### config.mk
export PLATFORM = sky130hd
export DESIGN_NAME = shift_seq_ctrl
export DESIGN_NICKNAME = d
export VERILOG_FILES = /design/src/rtl/shift_seq_ctrl.sv
export SDC_FILE = /design/constraint.sdc
export NUM_CORES = 1
export LEC_CHECK = 0
export ABC_AREA = 1
export CAP_MARGIN = 10
export CELL_PAD_IN_SITES_DETAIL_PLACEMENT = 0
export CELL_PAD_IN_SITES_GLOBAL_PLACEMENT = 2
export CORE_MARGIN = 2
export CORE_UTILIZATION = 25
export DETAILED_ROUTE_END_ITERATION = 7
export GPL_ROUTABILITY_DRIVEN = 0
export GPL_TIMING_DRIVEN = 0
export PLACE_DENSITY = 0.76
export RECOVER_POWER = 100
export SLEW_MARGIN = 0
export SYNTH_ARGS = -nofsm -noshare
export SYNTH_HDL_FRONTEND = slang
export SYNTH_SLANG_ARGS = --single-unit
export TNS_END_PERCENT = 1
### constraint.sdc
create_clock -name clk -period 1.48 [get_ports clk]
set_clock_uncertainty 0.2 [all_clocks]
set_input_delay 0.296 -clock clk [delete_from_list [all_inputs] [get_ports clk]]
set_output_delay 0.296 -clock clk [all_outputs]
set_load 0.005 [all_outputs]
### src/rtl/shift_seq_ctrl.sv
// Left-shift sequencer: turns a shift amount into one single-bit shift step per clock.
// Optional rotate-left mode is compiled in with SHIFT_SEQ_ROTATE_EN.
module shift_seq_ctrl #(
    parameter int WIDTH = 4,
    parameter int AMT_W = 3
) (
    input  logic             clk,
    input  logic             rst,
    input  logic             start,
    input  logic [WIDTH-1:0] din,
    input  logic [AMT_W-1:0] amt,
`ifdef SHIFT_SEQ_ROTATE_EN
    input  logic             rot,
`endif
    output logic             busy,
    output logic             step,
    output logic             done,
    output logic [WIDTH-1:0] dout,
    output logic [1:0]       state_dbg
);

    // Handshake: start is taken only at an edge where the block is in IDLE; done is a
    // one-cycle pulse with dout valid, and dout then holds until the next accepted start.

    typedef enum logic [1:0] {
        IDLE  = 2'd0,
        SHIFT = 2'd1,
        DONE  = 2'd2
    } state_t;

    localparam logic [AMT_W-1:0] WIDTH_A = AMT_W'(WIDTH);

    state_t           state;
    logic [WIDTH-1:0] wreg;
    logic [AMT_W-1:0] cnt;
    logic [AMT_W-1:0] load_amt;
    logic [WIDTH-1:0] shifted;
    logic             fill;
`ifdef SHIFT_SEQ_ROTATE_EN
    logic             rot_q;
`endif

    always_comb begin
        fill     = 1'b0;
        load_amt = (amt >= WIDTH_A) ? WIDTH_A : amt;
`ifdef SHIFT_SEQ_ROTATE_EN
        if (rot_q) fill = wreg[WIDTH-1];
        if (rot) load_amt = amt % WIDTH_A;
`endif
        shifted = {wreg[WIDTH-2:0], fill};
    end

    assign state_dbg = state;

    // Outputs are registered alongside the state so they change exactly with it.
    always_ff @(posedge clk) begin
        if (rst) begin
            state <= IDLE;
            wreg  <= '0;
            cnt   <= '0;
            dout  <= '0;
            busy  <= 1'b0;
            step  <= 1'b0;
            done  <= 1'b0;
`ifdef SHIFT_SEQ_ROTATE_EN
            rot_q <= 1'b0;
`endif
        end else begin
            case (state)
                IDLE: begin
                    if (start) begin
                        wreg <= din;
                        cnt  <= load_amt;
                        busy <= 1'b1;
`ifdef SHIFT_SEQ_ROTATE_EN
                        rot_q <= rot;
`endif
                        if (load_amt != '0) begin
                            state <= SHIFT;
                            step  <= 1'b1;
                        end else begin
                            state <= DONE;
                            done  <= 1'b1;
                            dout  <= din;
                        end
                    end
                end
                SHIFT: begin
                    wreg <= shifted;
                    cnt  <= cnt - AMT_W'(1);
                    if (cnt == AMT_W'(1)) begin
                        state <= DONE;
                        step  <= 1'b0;
                        done  <= 1'b1;
                        dout  <= shifted;
                    end
                end
                DONE: begin
                    state <= IDLE;
                    busy  <= 1'b0;
                    done  <= 1'b0;
                end
                default: begin
                    state <= IDLE;
                    busy  <= 1'b0;
                    step  <= 1'b0;
                    done  <= 1'b0;
                end
            endcase
        end
    end

endmodule

* After elaboration in Yosys (flattened, before gate mapping)
Cells that the tools add are included.
W data, S select, Z words.
** Word-level totals
- Bits in registers :: 15
- Bits of input ports :: 10
- Word-level logic and storage cells :: 50
** Operators by class
- Add/subtract/negate cells :: 1
- Order comparisons :: 1
- Equal/unequal tests :: 7
- Muxes and demuxes :: 23
- Bitwise operators :: 2
- Reduce and logical (&&, ||, !) cells :: 9
** Operators by type and width (count)
- $mux W4 :: 3
- $pmux W3 S2 :: 2
- $mux W3 :: 3
- $ne A2 B2 Y1 const B :: 4
- $pmux W4 S2 :: 1
- $reduce_and A4 Y1 :: 2
- $mux W1 :: 7
- $mux W2 :: 3
- $reduce_and A2 Y1 :: 3
- $pmux W1 S2 :: 2
- $pmux W2 S2 :: 1
- $eq A3 B1 Y1 const B :: 1
- $ge A3 B3 Y1 const B :: 1
- $pmux W1 S3 :: 1
- $reduce_and A3 Y1 :: 1
- $reduce_bool A3 Y1 :: 1
- $sub A3 B1 Y3 const B :: 1
- $eq A2 B1 Y1 const B :: 1
- $eq A2 B2 Y1 const B :: 1
- $logic_not A2 Y1 :: 1
- $not A1 Y1 :: 2
- $reduce_bool A2 Y1 :: 1

* Logic depth before layout (Yosys ltp)
- Word-level depth :: 6
- Mapped depth :: 9
- Gate-level depth less buffers :: 9

* Worst setup path before layout
No wires, ideal clock.
- Kind :: reg2reg
- Start point :: register state[1] (netlist: state_dbg[1])
- End point :: register dout[1]
- Library setup time :: 0.110 ns
- Data arrival time :: 1.039 ns
- Required time :: 1.170 ns
- Slack :: 0.131 ns
- Stages on the path, launching flop included :: 8
- Cell sequence :: dfxtp_1 nor2_2 nand2_4 nand2_4 nor2_4 nand3_1 nand2_1 nor2_1
** On the way
- Longest elaborated chain between the ends :: 3
** RTL lines
- start, declared :: line 33 : state_t state;
- start signal, assigned :: line 58 : state <= IDLE;
- start signal, assigned :: line 79 : state <= SHIFT;
- start signal, assigned :: line 82 : state <= DONE;
- $eq A2 B1 Y1 / $logic_not A2 Y1 (equally long branches) :: line 69 : case (state)
- $ne A2 B2 Y1 (no line) / $reduce_bool A2 Y1 (equally long branches)
- $reduce_and A4 Y1 (no line)
- end signal, assigned :: line 84 : dout <= din;
- end signal, assigned :: line 95 : dout <= shifted;
- end, declared :: line 18 : output logic [WIDTH-1:0] dout,
Parallel ways exist; a longest one is shown, timed or not.
A chain may end at the register's enable or synchronous reset.

* Worst setup path after layout
- Start point :: input amt[1]
- End point :: register dout[3]
** On the way
- Longest elaborated chain between the ends :: 5
** RTL lines
- start, declared :: line 11 : input logic [AMT_W-1:0] amt,
- $ge A3 B3 Y1 :: line 45 : load_amt = (amt >= WIDTH_A) ? WIDTH_A : amt;
- $mux W3 * :: line 45
- $reduce_bool A3 Y1 * :: line 78 : if (load_amt != '0) begin
- $ne A2 B2 Y1 (no line) *
- $reduce_and A4 Y1 (no line) *
Every way passes the cells marked *; elsewhere a longest branch is shown, timed or not.

==> flow_metrics.py <==
metrics = {
    "layout": {
        "fin_nets": 144,
        "layout-drive-gt1-share_pct": 20.6,
        "antennaDiodeCount": 0,
        "area_growth_pct": 39.7,
    },
    "critical_path": {
        "crit_path_end_kind": "flip-flop",
        "path_buf_inv": 1,
        "critPathLaunchType": "input pin",
        "crit_cells": 7,
        "crit_type": "in2reg",
        "worstPathArrival_ns": 1.40,
        "ff2ff_path_depth": 7,
        "crit_top_cell": "nand2_1",
        "cp.required_ns": 1.45,
        "cp_top_family": "simple AND/OR/NAND/NOR gates",
        "path_max_fanout": 6,
        "cp_slowest_cell": "clkdlybuf4s50_1",
        "worstPathCellList": "clkdlybuf4s50_1, nor2_1, nand2_1, nand2_4, nand3_4, nand2_1, a21oi_1",
        "critPathMaxStageDelay_ns": 0.42,
    },
    "timing": {
        "rsz0062_at_grt": "yes",
        "min_period_over_period_pct": 96.6,
        "worstMarginPinSlew_ns": 0.396,
        "final-setup-viol-count": 0,
        "max-slew-margin-rel_pct": 73.6,
        "fin_crit_ns": 1.43,
        "maxSlewViolCount": 0,
        "finalHoldViolCount": 0,
        "fin_ws_ns": 0.0498,
        "fin_tns_setup_ns": 0,
        "fmax_ghz": 0.699,
    },
    "routing": {
        "drt_wl_total_mm": 1.86,
        "vias_per_cell": 4.47,
        "drt-pass1-iter-count": 4,
        "wire_per_inst_um": 11.3,
        "ant_nets": 0,
        "dr_total_vias": 733,
        "drc": 0,
        "drt_iter0_drc": 15,
    },
    "pwr": {
        "leakage_nw": 0.514,
        "cellPowerDensity_nw_per_um2": 1120,
        "ir_drop_uv": 505,
        "power_mw": 1.20,
    },
    "die": {
        "initial_utilization_pct": 25.6,
        "die_h_um": 59.3,
        "dieArea_um2": 3510,
        "fp-row-count": 20,
        "core_um2": 2980,
        "boundaryPins": 19,
        "die_w_um": 59.3,
    },
    "run": {
        "maxCapViolations": 0,
    },
    "global_routing": {
        "grt_pass1_vias": 772,
        "grt_overflow": 0,
        "grt_antenna_before_repair": 0,
        "groute.usage.overall_pct": 12.9,
        "grt_first_pass_wirelength_mm": 3.42,
        "grt_max_degree": 10,
    },
    "clocking": {
        "cts_root_buffer": "clkbuf_4",
        "cts_num_sinks": 15,
        "htree_levels": 1,
        "worstSkewPairLatency_ns": 0.29,
        "numCtsBuffers": 3,
        "cts_max_path_buffers": 2,
        "cts_tree": "done",
        "clkSlewWorstSetupHoldPaths_ns": 0.10,
    },
    "logic_synthesis": {
        "synth_ff_type": "dfxtp_1",
        "synth_common_cells": "25 x nand2_1, 16 x inv_1, 15 x dfxtp_1, 12 x a21oi_1, 8 x nand3_1",
        "syn_area_um2": 763,
        "avgSynthCellArea_um2": 7.07,
        "ys_async_sr_fraction_pct": 0,
        "yosysTopAreaCellShare_pct": 39.3,
        "seq_area_frac_synth_pct": 39.3,
        "synth_top_area_cell": "dfxtp_1",
        "synth_most_common_cell": "nand2_1",
        "ys_seq_elements": 15,
        "syn_inst": 108,
        "syn_nets": 120,
        "synth_edf_count": 0,
        "ys_warn_count": 0,
        "synth_area_leaders": "dfxtp_1 39%, nand2_1 12%, a21oi_1 7.9%",
        "synth_cell_types": 22,
    },
    "worst_hold_path": {
        "min_path_type": "in2reg",
        "hold_depth": 2,
    },
    "run_status": {
        "status": "finished, final reports clean",
    },
    "place": {
        "dp_slack_ns": -0.534,
        "hpwl_mm": 1.28,
        "port_buffers": 17,
    },
}
per-layer routing:
metal / GRT usage [%] / wire length (µm)
met1: 16.2 / 884
met2: 20.9 / 864
met3: 4.15 / 88
met4: 3.90 / 17
met5: 0 / 0
cells by family after synthesis:
logic type | count (synthesis) | synth area share [%]
xor+xnor | 1 | 1.15
simple gates | 49 | 31.6
fa+ha+maj | 2 | 3.28
compound gates | 21 | 14.8
buf+inv | 20 | 9.84
flops | 15 | 39.3
timing repair:
action / CTS / global route
endpoints found under the setup margin: 17 / 13
setup buffers: 2 / 0
endpoints found under the hold margin: 0 / 0
hold buffers: 0 / 0
pin swaps: 1 / 4
gates resized for setup: 23 / 8
through the flow:
stage / hold slack (ns) / cells / utilization [%] / cell area (µm²)
final: 0.171 / 164 / 35.8 / 1070
after global routing: 0.177 / 164 / 35.8 / 1070
after CTS: 0.164 / 164 / 34.8 / 1040
after detailed placement: 0.242 / 158 / 32.7 / 975
after global placement: 0.238 / 158 / 32.7 / 975
after floorplan: 0.222 / 108 / - / 763
layout by cell type, fill, tap and decap left out, types with 2 or more instances in the layout:
cell type / n
a21oi_1: 12
buf_6: 2
clkbuf_4: 3
clkdlybuf4s50_1: 7
dfxtp_1: 7
dfxtp_2: 6
dfxtp_4: 2
dlygate4sd2_1: 9
ha_1: 2
inv_1: 15
inv_2: 3
nand2_1: 25
nand2_4: 4
nand3_1: 8
nor2_1: 6
nor2_4: 3
o21ai_0: 3
o21ai_1: 3
worst paths after layout:
path,from,to,slack (ns)
min,rst,state_dbg[1],0.17
max,amt[1],dout[3],0.05
min reg2reg,wreg[1],wreg[1],0.25
max reg2reg,state_dbg[0],dout[3],0.07
sequential cells by signal, summed over array words and instances (netlist names):
signal / flops
cnt: 3
done: 1
step: 1
busy: 1
dout: 4
state_dbg: 2
wreg: 3
power breakdown:
group	leakage [nW]	switching (mW)	total [mW]	internal, mW
Combinational	0.369	0.263	0.454	0.192
Clock	0.0177	0.143	0.243	0.101
Sequential	0.127	0.0294	0.501	0.471
cell type report:
cell class | instances | area, µm²
plain buffers | 1 | 3.75
clock buffers | 3 | 22.5
clock inverters | 1 | 5.00
fillers | 316 | 1910
inverters | 19 | 76.3
multi-input cells | 73 | 418
flip-flops and latches | 15 | 315
well taps | 33 | 41.3
repair buffers | 19 | 184
No activity file was read; power rests on OpenSTA's default activity.
